$ cat src/rtl/debug_stream_ctrl_pkg.sv
// Shared command codes, controller state encoding and sizing helpers for the
// debug stream controller and its byte serializer.
package debug_pkg;

    localparam logic [7:0] CMD_RUN  = 8'h63;
    localparam logic [7:0] CMD_STEP = 8'h73;
    localparam logic [7:0] CMD_RST  = 8'h72;

    // Bytes in one word at the default 32-bit word width.
    localparam int BYTES_PER_WORD = 4;

    typedef enum logic [3:0] {
        IDLE      = 4'd0,
        RUN       = 4'd1,
        STEP      = 4'd2,
        RSTDP     = 4'd3,
        LATCH     = 4'd4,
        SEND_CNT  = 4'd5,
        SEND_SNAP = 4'd6,
        MEM_REQ   = 4'd7,
        SEND_MEM  = 4'd8
    } state_t;

    function automatic int bytes_of(input int w);
        return w / 8;
    endfunction

endpackage

$ cat src/rtl/debug_stream_ctrl_byte_serializer.sv
// Sends the top nbytes of a left-aligned word MSB first over a
// tx_start/tx_done byte handshake, then pulses word_done.
module byte_serializer #(
    parameter int W    = 32,
    parameter int NB_W = 3
) (
    input  logic            clk,
    input  logic            reset,
    input  logic            load,
    input  logic [W-1:0]    word,
    input  logic [NB_W-1:0] nbytes,
    input  logic            tx_done,
    output logic [7:0]      tx_data,
    output logic            tx_start,
    output logic            word_done,
    output logic            busy
);

    typedef enum logic {S_IDLE, S_WAIT} ser_state_t;

    ser_state_t      state_q;
    logic [W-1:0]    shift_q;
    logic [NB_W-1:0] left_q;
    logic            tx_start_q;
    logic            word_done_q;

    // Handshake: tx_start pulses one cycle while tx_data is valid; tx_data
    // stays put until tx_done, which is only honoured in S_WAIT.
    always_ff @(posedge clk or negedge reset) begin
        if (!reset) begin
            state_q     <= S_IDLE;
            shift_q     <= '0;
            left_q      <= '0;
            tx_start_q  <= 1'b0;
            word_done_q <= 1'b0;
        end else begin
            tx_start_q  <= 1'b0;
            word_done_q <= 1'b0;
            case (state_q)
                S_IDLE: begin
                    if (load) begin
                        shift_q    <= word;
                        left_q     <= nbytes - NB_W'(1);
                        tx_start_q <= 1'b1;
                        state_q    <= S_WAIT;
                    end
                end
                S_WAIT: begin
                    if (tx_done) begin
                        if (left_q == '0) begin
                            word_done_q <= 1'b1;
                            state_q     <= S_IDLE;
                        end else begin
                            shift_q    <= shift_q << 8;
                            left_q     <= left_q - NB_W'(1);
                            tx_start_q <= 1'b1;
                        end
                    end
                end
                default: state_q <= S_IDLE;
            endcase
        end
    end

    assign tx_data   = shift_q[W-1 -: 8];
    assign tx_start  = tx_start_q;
    assign word_done = word_done_q;
    assign busy      = (state_q == S_WAIT);

endmodule

$ cat src/rtl/debug_stream_ctrl.sv
// Command-driven debug controller: gates the datapath in run/step modes and,
// on halt, streams cycle count, latched snapshot and a data RAM window.
module debug_stream_ctrl
    import debug_pkg::*;
#(
    parameter int WORD_W    = 32,
    parameter int NUM_WORDS = 8,
    parameter int ADDR_W    = 8,
    parameter int MEM_WORDS = 16,
    parameter int CNT_W     = 16,
    parameter int MEM_LAT   = 1
) (
    input  logic                        clk,
    input  logic                        reset,
    input  logic [7:0]                  rx_data,
    input  logic                        rx_valid,
    output logic                        rx_pop,
    output logic [7:0]                  tx_data,
    output logic                        tx_start,
    input  logic                        tx_done,
    input  logic                        eop,
    input  logic [NUM_WORDS*WORD_W-1:0] snap_in,
    output logic [ADDR_W-1:0]           mem_addr,
    input  logic [WORD_W-1:0]           mem_rdata,
    output logic                        mem_src,
    output logic                        dp_enable,
    output logic                        dp_reset,
    output logic                        idle,
    output logic                        halted,
    output logic [CNT_W-1:0]            cycle_count,
    output logic [3:0]                  dbg_state
);

    localparam int SER_W     = (WORD_W > CNT_W) ? WORD_W : CNT_W;
    localparam int NB_W      = $clog2(SER_W / 8 + 1);
    localparam int MAX_WORDS = (NUM_WORDS > MEM_WORDS) ? NUM_WORDS : MEM_WORDS;
    localparam int IDX_W     = $clog2(MAX_WORDS + 1);
    localparam int LAT_W     = $clog2(MEM_LAT + 1);
    localparam logic [NB_W-1:0] CNT_NB  = NB_W'(bytes_of(CNT_W));
    localparam logic [NB_W-1:0] WORD_NB = NB_W'(bytes_of(WORD_W));

    state_t                        state_q;
    logic [CNT_W-1:0]              cnt_q;
    logic                          halted_q;
    logic [NUM_WORDS*WORD_W-1:0]   snap_q;
    logic [IDX_W-1:0]              idx_q;
    logic [LAT_W-1:0]              lat_q;
    logic [ADDR_W-1:0]             mem_addr_q;
    logic                          mem_src_q;
    logic                          dp_enable_q;
    logic                          dp_reset_q;
    logic                          ser_load_q;
    logic [SER_W-1:0]              ser_word_q;
    logic [NB_W-1:0]               ser_nb_q;
    logic                          word_done;
    logic                          ser_busy;

    // The serializer always sends from the MSB end, so every field is left-aligned.
    function automatic logic [SER_W-1:0] align_word(input logic [WORD_W-1:0] w);
        return SER_W'(w) << (SER_W - WORD_W);
    endfunction

    always_ff @(posedge clk or negedge reset) begin
        if (!reset) begin
            state_q     <= IDLE;
            cnt_q       <= '0;
            halted_q    <= 1'b0;
            snap_q      <= '0;
            idx_q       <= '0;
            lat_q       <= '0;
            mem_addr_q  <= '0;
            mem_src_q   <= 1'b0;
            dp_enable_q <= 1'b0;
            dp_reset_q  <= 1'b0;
            ser_load_q  <= 1'b0;
            ser_word_q  <= '0;
            ser_nb_q    <= '0;
        end else begin
            ser_load_q <= 1'b0;
            if (dp_enable_q && (cnt_q != {CNT_W{1'b1}}))
                cnt_q <= cnt_q + CNT_W'(1);
            case (state_q)
                IDLE: begin
                    if (rx_valid) begin
                        case (rx_data)
                            CMD_RUN:  if (!halted_q) begin
                                          state_q     <= RUN;
                                          dp_enable_q <= 1'b1;
                                      end
                            CMD_STEP: if (!halted_q) begin
                                          state_q     <= STEP;
                                          dp_enable_q <= 1'b1;
                                      end
                            CMD_RST:  begin
                                          state_q    <= RSTDP;
                                          dp_reset_q <= 1'b1;
                                      end
                            default:  ;
                        endcase
                    end
                end
                RUN: begin
                    if (eop) begin
                        dp_enable_q <= 1'b0;
                        halted_q    <= 1'b1;
                        state_q     <= LATCH;
                    end
                end
                STEP: begin
                    dp_enable_q <= 1'b0;
                    halted_q    <= eop;
                    state_q     <= LATCH;
                end
                RSTDP: begin
                    dp_reset_q <= 1'b0;
                    cnt_q      <= '0;
                    halted_q   <= 1'b0;
                    state_q    <= IDLE;
                end
                LATCH: begin
                    snap_q     <= snap_in;
                    idx_q      <= '0;
                    ser_word_q <= SER_W'(cnt_q) << (SER_W - CNT_W);
                    ser_nb_q   <= CNT_NB;
                    ser_load_q <= 1'b1;
                    state_q    <= SEND_CNT;
                end
                SEND_CNT: begin
                    if (word_done) begin
                        ser_word_q <= align_word(snap_q[0 +: WORD_W]);
                        ser_nb_q   <= WORD_NB;
                        ser_load_q <= 1'b1;
                        state_q    <= SEND_SNAP;
                    end
                end
                SEND_SNAP: begin
                    if (word_done) begin
                        if (idx_q == IDX_W'(NUM_WORDS - 1)) begin
                            idx_q      <= '0;
                            lat_q      <= '0;
                            mem_addr_q <= '0;
                            mem_src_q  <= 1'b1;
                            state_q    <= MEM_REQ;
                        end else begin
                            idx_q      <= idx_q + IDX_W'(1);
                            ser_word_q <= align_word(snap_q[(int'(idx_q) + 1) * WORD_W +: WORD_W]);
                            ser_load_q <= 1'b1;
                        end
                    end
                end
                MEM_REQ: begin
                    // mem_addr has been stable for MEM_LAT cycles when lat_q hits MEM_LAT.
                    if (lat_q == LAT_W'(MEM_LAT)) begin
                        ser_word_q <= align_word(mem_rdata);
                        ser_nb_q   <= WORD_NB;
                        ser_load_q <= 1'b1;
                        state_q    <= SEND_MEM;
                    end else begin
                        lat_q <= lat_q + LAT_W'(1);
                    end
                end
                SEND_MEM: begin
                    if (word_done) begin
                        if (idx_q == IDX_W'(MEM_WORDS - 1)) begin
                            mem_src_q  <= 1'b0;
                            mem_addr_q <= '0;
                            state_q    <= IDLE;
                        end else begin
                            idx_q      <= idx_q + IDX_W'(1);
                            mem_addr_q <= ADDR_W'(idx_q + IDX_W'(1));
                            lat_q      <= '0;
                            state_q    <= MEM_REQ;
                        end
                    end
                end
                default: state_q <= IDLE;
            endcase
        end
    end

    byte_serializer #(
        .W    (SER_W),
        .NB_W (NB_W)
    ) u_ser (
        .clk       (clk),
        .reset     (reset),
        .load      (ser_load_q),
        .word      (ser_word_q),
        .nbytes    (ser_nb_q),
        .tx_done   (tx_done),
        .tx_data   (tx_data),
        .tx_start  (tx_start),
        .word_done (word_done),
        .busy      (ser_busy)
    );

    assign rx_pop      = (state_q == IDLE) && rx_valid;
    assign idle        = (state_q == IDLE);
    assign halted      = halted_q;
    assign cycle_count = cnt_q;
    assign mem_addr    = mem_addr_q;
    assign mem_src     = mem_src_q;
    assign dp_enable   = dp_enable_q;
    assign dp_reset    = dp_reset_q;
    assign dbg_state   = state_q;

endmodule
$ cat config.mk
export PLATFORM = sky130hd
export DESIGN_NAME = debug_stream_ctrl
export DESIGN_NICKNAME = d
export VERILOG_FILES = /design/src/rtl/debug_stream_ctrl_pkg.sv /design/src/rtl/debug_stream_ctrl_byte_serializer.sv /design/src/rtl/debug_stream_ctrl.sv
export SDC_FILE = /design/constraint.sdc
export NUM_CORES = 1
export LEC_CHECK = 0
export CORE_MARGIN = 10
export CORE_UTILIZATION = 40
export CTS_BUF_LIST = sky130_fd_sc_hd__clkbuf_4 sky130_fd_sc_hd__clkbuf_8
export DETAILED_ROUTE_END_ITERATION = 10
export PLACE_DENSITY_LB_ADDON = 0.05
export REMOVE_ABC_BUFFERS = 1
export SYNTH_ARGS = -nofsm -noshare
export SYNTH_HDL_FRONTEND = slang
export SYNTH_SLANG_ARGS = --single-unit
$ cat constraint.sdc
create_clock -name clk -period 2.82 [get_ports clk]
set_input_delay 0.846 -clock clk [delete_from_list [all_inputs] [get_ports clk]]
set_output_delay 0.846 -clock clk [all_outputs]
set_load 0.005 [all_outputs]
# --- Word level (Yosys, flattened, before mapping) ---
# Cells that the tools add are included.
classes:
  n_addsub: 7
  bitwise_logic: 1
  shift: 1
  n_reduce_logical: 25
  n_eq_ne: 33
  muxes: 75
ops:
  columns: ["operator", "n"]
  rows:
  - ["256-bit by 12-bit indexed part select with 32-bit output", 1]
  - ["32-bit 2-to-1 mux", 7]
  - ["32-bit one-hot mux with 4 select lines", 1]
  - ["32-bit one-hot mux with 2 select lines", 1]
  - ["4-bit 2-to-1 mux", 9]
  - ["16-bit 2-to-1 mux", 2]
  - ["4-bit one-hot mux with 8 select lines", 1]
  - ["1-bit 2-to-1 mux", 27]
  - ["8-bit by 7-bit == test with 1-bit output (second input constant)", 3]
  - ["8-bit 2-to-1 mux", 3]
  - ["2-bit inequality test (second input constant)", 12]
  - ["5-bit 2-to-1 mux", 4]
  - ["5-bit AND reduction", 4]
  - ["3-bit 2-to-1 mux", 6]
  - ["16-bit by 1-bit adder with 16-bit output (second input constant)", 1]
  - ["4-bit by 3-bit == test with 1-bit output (second input constant)", 4]
  - ["16-bit inequality test (second input constant)", 1]
  - ["8-bit one-hot mux with 2 select lines", 1]
  - ["5-bit one-hot mux with 3 select lines", 1]
  - ["3-bit nonzero test", 5]
  - ["5-bit by 1-bit adder with 6-bit output (second input constant)", 2]
  - ["4-bit one-hot mux with 3 select lines", 1]
  - ["10-bit AND reduction", 1]
  - ["1-bit one-hot mux with 3 select lines", 3]
  - ["other kinds (26)", 41]
word_totals:
  inputBits: 301
  word_cells: 160
  regBits: 368
  output_inout_bits: 43

# --- Logic depth before layout (Yosys ltp) ---
# Gate-level depths: netlist of the first run.
depth:
  depth_word: 5
  mapped_depth: 9
  mapped_depth_nobuf: 8

# --- Cells and area by module ---
# A second synthesis of the first run with hierarchy kept.
hier_totals:
  hier_cells: 1376
  hier_area_um2: 17565.6
modules_own_cells:
  columns: ["module", "seq_area_each_um2", "cells_each", "instances", "area_each_um2"]
  rows:
  - ["debug_stream_ctrl", 8182.8, 1231, 1, 15616.2]
  - ["byte_serializer", 950.9, 145, 1, 1949.4]

# --- Worst setup path before layout of the first run ---
# No wires, ideal clock.
synth_path:
  path_kind: "register -> output"
  startpoint: "register state_q[2] (netlist: dbg_state[2])"
  endpoint: "output port rx_pop"
  slack_ns: 0.621
  n_path_buf: 1
  arrival_time_ns: 1.353
  t_required_ns: 1.974
  path_stages_with_launch: 4
  path_cell_list: "dfrtp_1 clkbuf_1 nor4_1 and2_1"
synth_via:
  elab_chain_cells: 2
synth_rtl:
  columns: ["item", "line_no", "text"]
  rows:
  - ["from (decl)", "debug_stream_ctrl.sv:42", "state_t state_q;"]
  - ["from (signal assigned)", "debug_stream_ctrl.sv:65", "state_q <= IDLE;"]
  - ["from (signal assigned)", "debug_stream_ctrl.sv:87", "state_q <= RUN;"]
  - ["from (signal assigned)", "debug_stream_ctrl.sv:91", "state_q <= STEP;"]
  - ["4-bit zero test", null, null]
  - ["net idle", "debug_stream_ctrl.sv:28", "output logic idle,"]
  - ["1-bit logical AND", "debug_stream_ctrl.sv:197", "assign rx_pop = (state_q == IDLE) && rx_valid;"]
  - ["to (decl)", "debug_stream_ctrl.sv:17", "output logic rx_pop,"]
# The timed path passes the listed nets, and every way through them passes these cells.

# --- Final worst setup path of the first run ---
layout_path:
  startpoint: "register state_q[1] (netlist: dbg_state[1])"
  endpoint: "output port dbg_state[1]"
layout_rtl:
  columns: ["item", "line_no", "text"]
  rows:
  - ["to (decl)", "debug_stream_ctrl.sv:31", "output logic [3:0] dbg_state"]
# No word-level cell between the ends.

==> qor.txt, run 1 <==
via count: 12190
PwrDens: 1022 mW/mm^2
pins over their slew limit: 0
sequential fraction of the synthesis area: 53.77%
CP required: 1.97 ns
number of global-route vias before repair: 13240
clk slew on worst S/H paths: 0.06 ns
CP delay by family, top: buffers and inverters
min Tclk post-route: 2.728 ns
CP Launch Type: register
commonest non-fill, non-tap cell in the layout: dfrtp_1
largest family of logic cells by synthesized area: multiplexers
final hold violation count: 0
Mean Syn Cell Area: 12.37 um^2
CP Depth: 2
H-tree depth: 3
unrepaired setup endpoints after global routing: false
DP Wirelength: 36.63 mm
post-route insts no fill: 2316
crit-path cells: buf_6, clkdlybuf4s50_1
Syn Std Cell Area: 0.01699 mm^2
placer congestion estimate: 0.8113
Total GRT Usage: 19.96%
# placed instances: 2193
WHS: 0.1328 ns
layout cell share with drive strength beyond 1: 28.80%
worst rel slew slack: 48.05%
most frequent cells in the layout: dfrtp_1, clkdlybuf4s50_1, mux2_2
Die W: 226.1 um
R2R depth: 7
asr flop ratio synth: 100.0%
P_sw: 0.007363 W
Slowest-stage cell, CP: clkdlybuf4s50_1
PortBufs: 341
crit path buf inv count: 2
post-place instance area: 0.02114 mm^2
row count: 75
Max Clk Rate: 366.5 MHz
largest net degree at the start of global routing: 79
Worst-Margin Slew: 0.7774 ns
Clock Tree Root: clkbuf_8
Unique masters post-synth: 62
DRT iter0 DRCs: 712
Yosys reg bits: 365
Worst EP arrival: 1.88 ns
final setup violation count: 0
switch share: 31.89%
DRC: 0
number of fillers in the final layout: 3710
endpoint type of the worst setup path: output port
worst-path fanout max: 35
core area: 0.04195 mm^2
Mapped Cells: 1373
Tcrit/Tclk final: 96.75%
CTS tree: built
Clock Skews: 0.01561 ns
Die Area: 0.05111 mm^2
first-pass GRT wire length: 78.60 mm
Seq pwr share: 38.0%
Routed WL: 51.17 mm
adder-cell share of the synthesized area: 0.3683%
CTS Buffer Depth: 3
Critical Path Start: dbg_state[1]
final antenna-violating net count: 0
Clock Power Share: 23.0%
Min-Delay Path Class: in2async
CTS Hold Buffers Added: 0
complex-gate fraction of the synthesized area: 8.802%
Overflow after GRT: 0
max-cap viol count: 0
clk sinks: 365
Finished Core Util: 53.86%
area grow syn2layout: 32.99%
post-route cell area: 0.02259 mm^2
Static Leak: 9.271 nW
io pins: 344
Worst R2R Setup Slack: 0.54 ns
post-synthesis xor/xnor area fraction: 0.6703%
Vias/cell: 5.263
Cell Int Power: 0.01572 W
combinational power share: 39.0%
Post-synth EDFFs: 0
Die H: 226.1 um
worst stage delay on the critical path: 0.58 ns
average routed wire per standard cell: 22.09 um
R2R Path Start: dbg_state[1]
status: complete, no violations
# nets final: 2032
main flop type after synthesis: dfrtp_1
Pwr Total: 0.02309 W
Ys Warns: 0
clk_lat worst skew: 0.62 ns
kind of critical path: reg2out
drt pass-1 iters: 5
post-synthesis mux area share: 25.87%
Initial Utilization: 40.50%
RR Endpoint: dbg_state[0]
simple-gate portion of the synthesized area: 7.034%
initial antenna violation count: 9
Num CTS Buffers: 68
VDD IR max: 0.4579 mV
## cells in the mapped netlist (all sizes together) (16+ instances only)
master | n | area, um^2
nand2 | 97 | 366.6
dfrtp | 365 | 9134
mux2 | 304 | 3423
mux2i | 61 | 610.6
nor2b | 26 | 162.7
o221ai | 16 | 140.1
nor2 | 54 | 202.7
o22ai | 49 | 306.5
nor3 | 26 | 130.1
o21ai | 88 | 447.9
mux4 | 16 | 360.4
buf | 80 | 442.9
o211ai | 17 | 127.6
a21oi | 33 | 165.2
clkbuf | 30 | 112.6
## through the flow
step / TNS, ns / setup slack, ns
finish: 0 / 0.09159
global placement: 0 / 0.004523
global route: 0 / 0.01536
detailed placement: -0.0003606 / -0.0003606
CTS: 0 / 0.04626
floorplan: -4643.59 / -17.64
## cells by family after synthesis
| group | Yosys count |
|---|---|
| simple gates | 250 |
| flops | 365 |
| buf+inv | 119 |
| mux | 381 |
| xor+xnor | 13 |
| compound gates | 239 |
| other cells | 1 |
| fa+ha+maj | 5 |
## area by class of cell
type                            instances  area [um^2]  share of cell area [%]
Clock buffer                          115         1395                   6.175
Timing Repair Buffer                  392         4003                   17.72
Clock inverter                          3        15.01                 0.06646
Inverter                                9        33.78                  0.1495
Multi-Input combinational cell        890         7321                   32.40
Sequential cell                       365         9143                   40.47
Antenna cell                            3        7.507                 0.03323
Tap cell                              539        674.4                   2.985
## what timing repair did
item,CTS,global route
endpoints found under the setup margin,3,0
setup buffers,2,0
gates resized for setup,6,0
## state kept, by name, summed over array words and instances (netlist names), 2 cells and up
signal,count
snap_q,256
u_ser.left_q,3
u_ser.shift_q,32
cycle_count,16
dbg_state,4
ser_word_q,32
ser_nb_q,2
idx_q,5
mem_addr,6
## worst max-delay path by stage
stage,to
floorplan,snap_q[0]
global placement,rx_pop
detailed placement,dbg_state[0]
CTS,dbg_state[1]
global route,dbg_state[1]
finish,dbg_state[1]
## power by group through the flow
stage	logic (W)	clock network (W)	registers, W
3_5_place_dp	0.00909	0	0.00886
3_3_place_gp	0.00893	0	0.00876
6_report	0.00901	0.00531	0.00878
2_1_floorplan	0.00371	0	0.00753
4_1_cts	0.00914	0.00549	0.00879
5_1_grt	0.00986	0.00572	0.00907
## layer usage
metal | track usage (%) | part of all wire, % | wire (um)
met3 | 5.396 | 5.6 | 2878
met4 | 6.752 | 2.4 | 1248
met5 | 0 | 0.14 | 70
met1 | 25.64 | 44 | 22340
met2 | 31.98 | 48 | 24630
(Power assumes the default switching activity.)
==> inputs of run 2 (changes only) <==
--- a/config.mk
+++ b/config.mk
@@ -5,7 +5,7 @@
 export SDC_FILE = /design/constraint.sdc
 export NUM_CORES = 1
 export LEC_CHECK = 0
-export CORE_MARGIN = 10
+export CORE_MARGIN = 4
 export CORE_UTILIZATION = 40
 export CTS_BUF_LIST = sky130_fd_sc_hd__clkbuf_4 sky130_fd_sc_hd__clkbuf_8
 export DETAILED_ROUTE_END_ITERATION = 10
==> qor.txt, run 2 (synthesis gave the netlist of run 1 again) <==
crit-path cells: clkdlybuf4s50_1
number of global-route vias before repair: 12920
combinational power share: 39.1%
Vias/cell: 5.214
M1 WL: 21.09 mm
PwrDens: 1019 mW/mm^2
crit path buf inv count: 1
Largest register FFs: 256
Initial Utilization: 40.50%
Overflow after GRT: 0
clk slew on worst S/H paths: 0.05 ns
Seq pwr share: 37.9%
WL met3: 2.829 mm
clk_lat worst skew: 0.61 ns
most frequent cells in the layout: dfrtp_1, clkdlybuf4s50_1, mux2_2
post-route insts no fill: 2308
largest net degree at the start of global routing: 69
clk sinks: 365
top routing layer in use: met5
VDD IR max: 0.5082 mV
Cell Int Power: 0.01582 W
kind of critical path: reg2out
# nets final: 2031
PortBufs: 341
final hold violation count: 0
DRC: 0
met2 WL: 22.74 mm
R2R Path Start: dbg_state[1]
Worst R2R Setup Slack: 0.55 ns
layout cell share with drive strength beyond 1: 28.60%
RR Endpoint: ser_word_q[23]
Worst-Margin Slew: 0.7094 ns
worst stage delay on the critical path: 0.65 ns
R2R depth: 6
average routed wire per standard cell: 20.69 um
pins over their slew limit: 0
Slowest-stage cell, CP: clkdlybuf4s50_1
DP Wirelength: 33.72 mm
Die W: 214.1 um
Die H: 214.1 um
placer congestion estimate: 0.7849
Clock Skews: 0.02322 ns
endpoint type of the worst setup path: output port
core area: 0.04195 mm^2
Routed WL: 47.76 mm
worst-path fanout max: 7
Biggest register: snap_q
drt pass-1 iters: 5
Total GRT Usage: 20.79%
CP Launch Type: register
Max Clk Rate: 374.1 MHz
H-tree depth: 3
unrepaired setup endpoints after global routing: false
min Tclk post-route: 2.673 ns
Worst EP arrival: 1.83 ns
CTS tree: built
Tcrit/Tclk final: 94.80%
P_sw: 0.007249 W
area grow syn2layout: 33.18%
Clock Tree Root: clkbuf_8
# placed instances: 2190
WHS: 0.1827 ns
Min-Delay Path Class: in2async
commonest non-fill, non-tap cell in the layout: dfrtp_1
initial antenna violation count: 6
first-pass GRT wire length: 75.64 mm
final setup violation count: 0
antenna fix cells: 0
CTS Buffer Depth: 3
Static Leak: 9.281 nW
worst rel slew slack: 52.27%
via count: 12030
DRT iter0 DRCs: 729
CP delay by family, top: buffers and inverters
largest registers: snap_q x256, ser_word_q x32, u_ser.shift_q x32
final antenna-violating net count: 0
CP Depth: 1
status: complete, no violations
max-cap viol count: 0
CP required: 1.97 ns
Die Area: 0.04583 mm^2
switch share: 31.43%
io pins: 344
row count: 75
Clock Power Share: 23.1%
Num CTS Buffers: 69
CTS Hold Buffers Added: 0
run 2: cell types whose count changed in the layout (fill, tap and decap cells not counted), sizes merged:
cell and delta:
clkinv +2, dlygate4sd2 +1, buf -2, clkbuf -5, clkdlybuf4s50 -1, diode -3
run 2: repair_timing:
action | in CTS | in global routing
pin swaps | 2 | 1
setup endpoints to repair | 2 | 1
buffers inserted | 3 | 0
gates resized for setup | 6 | 0
endpoints found under the hold margin | 0 | 0
cloned | 0 | 0
run 2: final cells by class:
cell class | count | area, um^2
clock inverters | 5 | 25.02
fillers | 3691 | 19320
clock buffers | 110 | 1408
flip-flops and latches | 365 | 9143
inverters | 9 | 33.78
multi-input cells | 890 | 7321
repair buffers | 390 | 4020
well taps | 539 | 674.4
run 2: worst max-delay path by stage:
stage / start / to / slack (ns)
2_1_floorplan: dbg_state[1] / snap_q[0] / -17.64
3_3_place_gp: rx_valid / rx_pop / 0.01
3_5_place_dp: rx_valid / rx_pop / -0.0002
4_1_cts: dbg_state[1] / rx_pop / 0.08
5_1_grt: dbg_state[2] / rx_pop / 0.02
6_report: dp_enable / dp_enable / 0.15
run 2: metal layers:
layer	track usage, %	up-vias
li1	-	5691
met5	0	-
met3	5.753	77
met1	28.06	5961
met4	5.576	8
met2	33.36	297
run 2: power groups by stage:
stage / clock [W] / combinational (W) / sequential (W)
4_1_cts: 0.00552 / 0.00916 / 0.00876
2_1_floorplan: 0 / 0.00371 / 0.00753
3_5_place_dp: 0 / 0.00909 / 0.00883
6_report: 0.00532 / 0.00901 / 0.00874
5_1_grt: 0.00575 / 0.00988 / 0.00904
3_3_place_gp: 0 / 0.00894 / 0.00875
run 2: stage by stage:
stage	total power (W)	TNS [ns]	instance area (um^2)	util (%)	setup slack (ns)
global route	0.02467	0	22620	53.94	0.02459
CTS	0.02345	0	22620	53.94	0.08126
finish	0.02306	0	22620	53.94	0.1466
floorplan	0.01124	-4643.59	16440	-	-17.64
detailed placement	0.01791	-0.0001723	21160	50.43	-0.0001723
global placement	0.01769	0	21160	50.43	0.01206
==> inputs of run 3 (changes only) <==
--- a/config.mk
+++ b/config.mk
@@ -6,11 +6,12 @@
 export NUM_CORES = 1
 export LEC_CHECK = 0
 export CORE_MARGIN = 4
-export CORE_UTILIZATION = 40
+export CORE_UTILIZATION = 41
 export CTS_BUF_LIST = sky130_fd_sc_hd__clkbuf_4 sky130_fd_sc_hd__clkbuf_8
 export DETAILED_ROUTE_END_ITERATION = 10
 export PLACE_DENSITY_LB_ADDON = 0.05
 export REMOVE_ABC_BUFFERS = 1
+export SKIP_CTS_REPAIR_TIMING = 1
 export SYNTH_ARGS = -nofsm -noshare
 export SYNTH_HDL_FRONTEND = slang
 export SYNTH_SLANG_ARGS = --single-unit
==> qor.txt, run 3 (synthesis gave the netlist of run 1 again) <==
post-route insts no fill: 2311
pins over their slew limit: 0
largest registers: snap_q x256, ser_word_q x32, u_ser.shift_q x32
Seq pwr share: 37.5%
Worst R2R Setup Slack: 0.31 ns
GR Util met1: 28.39%
final hold violation count: 0
CTS tree: built
P_sw: 0.007255 W
io pins: 344
CP delay by family, top: buffers and inverters
VDD IR max: 0.4363 mV
final setup violation count: 0
clk slew on worst S/H paths: 0.06 ns
Clock Power Share: 23.5%
Tcrit/Tclk final: 93.60%
combinational power share: 39.0%
status: complete, no violations
commonest non-fill, non-tap cell in the layout: dfrtp_1
Clock Tree Root: clkbuf_8
Vias/cell: 5.236
layout cell share with drive strength beyond 1: 28.97%
CTS Buffer Depth: 3
placer congestion estimate: 0.8530
met3 GRT Util: 5.365%
Min-Delay Path Class: in2async
crit-path cells: buf_4, clkdlybuf4s50_1
max-cap viol count: 0
average routed wire per standard cell: 20.32 um
PwrDens: 1022 mW/mm^2
worst rel slew slack: 37.91%
row count: 74
largest net degree at the start of global routing: 104
Biggest register: snap_q
worst stage delay on the critical path: 0.55 ns
Static Leak: 9.323 nW
DP Wirelength: 32.79 mm
Die W: 211.6 um
R2R Path Start: dbg_state[1]
CP Launch Type: register
Max Clk Rate: 378.9 MHz
CP required: 1.97 ns
PortBufs: 341
Die H: 211.6 um
Critical Path Start: dbg_state[0]
H-tree depth: 3
Pwr Total: 0.02313 W
Slowest-stage cell, CP: clkdlybuf4s50_1
most frequent cells in the layout: dfrtp_1, clkdlybuf4s50_1, mux2_2
worst-path fanout max: 21
crit path buf inv count: 2
DRT iter0 DRCs: 636
busiest grt layer: met2
Cell Int Power: 0.01587 W
first-pass GRT wire length: 72.87 mm
met2 usage in global routing: 32.60%
Routed WL: 46.95 mm
Clock Skews: 0.02278 ns
final antenna-violating net count: 0
Total GRT Usage: 20.77%
number of global-route vias before repair: 12670
unrepaired setup endpoints after global routing: false
Worst EP arrival: 1.79 ns
Worst-Margin Slew: 0.9294 ns
area grow syn2layout: 33.25%
initial antenna violation count: 5
Overflow after GRT: 0
post-route cell area: 0.02264 mm^2
Initial Utilization: 41.51%
clk_lat worst skew: 0.60 ns
Num CTS Buffers: 68
drt pass-1 iters: 5
R2R depth: 7
core area: 0.04092 mm^2
Die Area: 0.04475 mm^2
post-place instance area: 0.02111 mm^2
min Tclk post-route: 2.639 ns
Finished Core Util: 55.31%
endpoint type of the worst setup path: output port
switch share: 31.37%
kind of critical path: reg2out
# nets final: 2035
clk sinks: 365
via count: 12100
DRC: 0
RR Endpoint: ser_word_q[23]
Largest register FFs: 256
# placed instances: 2186
-- run 3: power groups by stage --
| stage | clock network (W) | registers (W) | logic, W |
|---|---|---|---|
| 2_1_floorplan | 0 | 0.00753 | 0.00371 |
| 3_3_place_gp | 0 | 0.00871 | 0.00892 |
| 3_5_place_dp | 0 | 0.00878 | 0.00905 |
| 4_1_cts | 0.00562 | 0.00870 | 0.00909 |
| 5_1_grt | 0.00587 | 0.00899 | 0.00990 |
| 6_report | 0.00543 | 0.00868 | 0.00901 |
-- run 3: worst max-delay path by stage --
stage	endpoint	slack [ns]	cells after the start
floorplan	snap_q[0]	-17.64	2
global route	ser_word_q[29]	0.06	8
detailed placement	dbg_state[0]	-0.009	6
finish	dbg_state[0]	0.18	2
global placement	rx_pop	0.02	3
CTS	rx_pop	-0.49	3
-- run 3: worst register-to-register path, delay by kind of cell (launching register included) --
kind / cells / cell delay [ns]
buffers and inverters: 3 / 0.78
DFF: 1 / 0.41
AOI/OAI and AO/OA: 3 / 1.09
and+or+nand+nor: 1 / 0.08
-- run 3: routing by layer --
metal / vias to the layer above / part of all wire, %
li1: 5713 / -
met1: 5981 / 44
met2: 309 / 47
met3: 92 / 6.4
met4: 6 / 2.9
met5: - / 0.072
-- run 3: per-stage QoR --
stage	hold WS [ns]	TNS, ns	worst slack [ns]
finish	0.1490	0	0.1806
global route	0.1189	0	0.06447
CTS	0.1151	-0.8706	-0.4920
detailed placement	0.4656	-0.009350	-0.009350
global placement	0.4616	0	0.01921
floorplan	0.4492	-4643.59	-17.64
-- run 3: final cells by class --
| type | instances | area, um^2 |
|---|---|---|
| fillers | 3545 | 18290 |
| flip-flops and latches | 365 | 9143 |
| multi-input cells | 890 | 7321 |
| repair buffers | 395 | 4004 |
| clock buffers | 116 | 1453 |
| well taps | 532 | 665.6 |
| inverters | 9 | 33.78 |
| clock inverters | 3 | 15.01 |
| diodes | 1 | 2.502 |
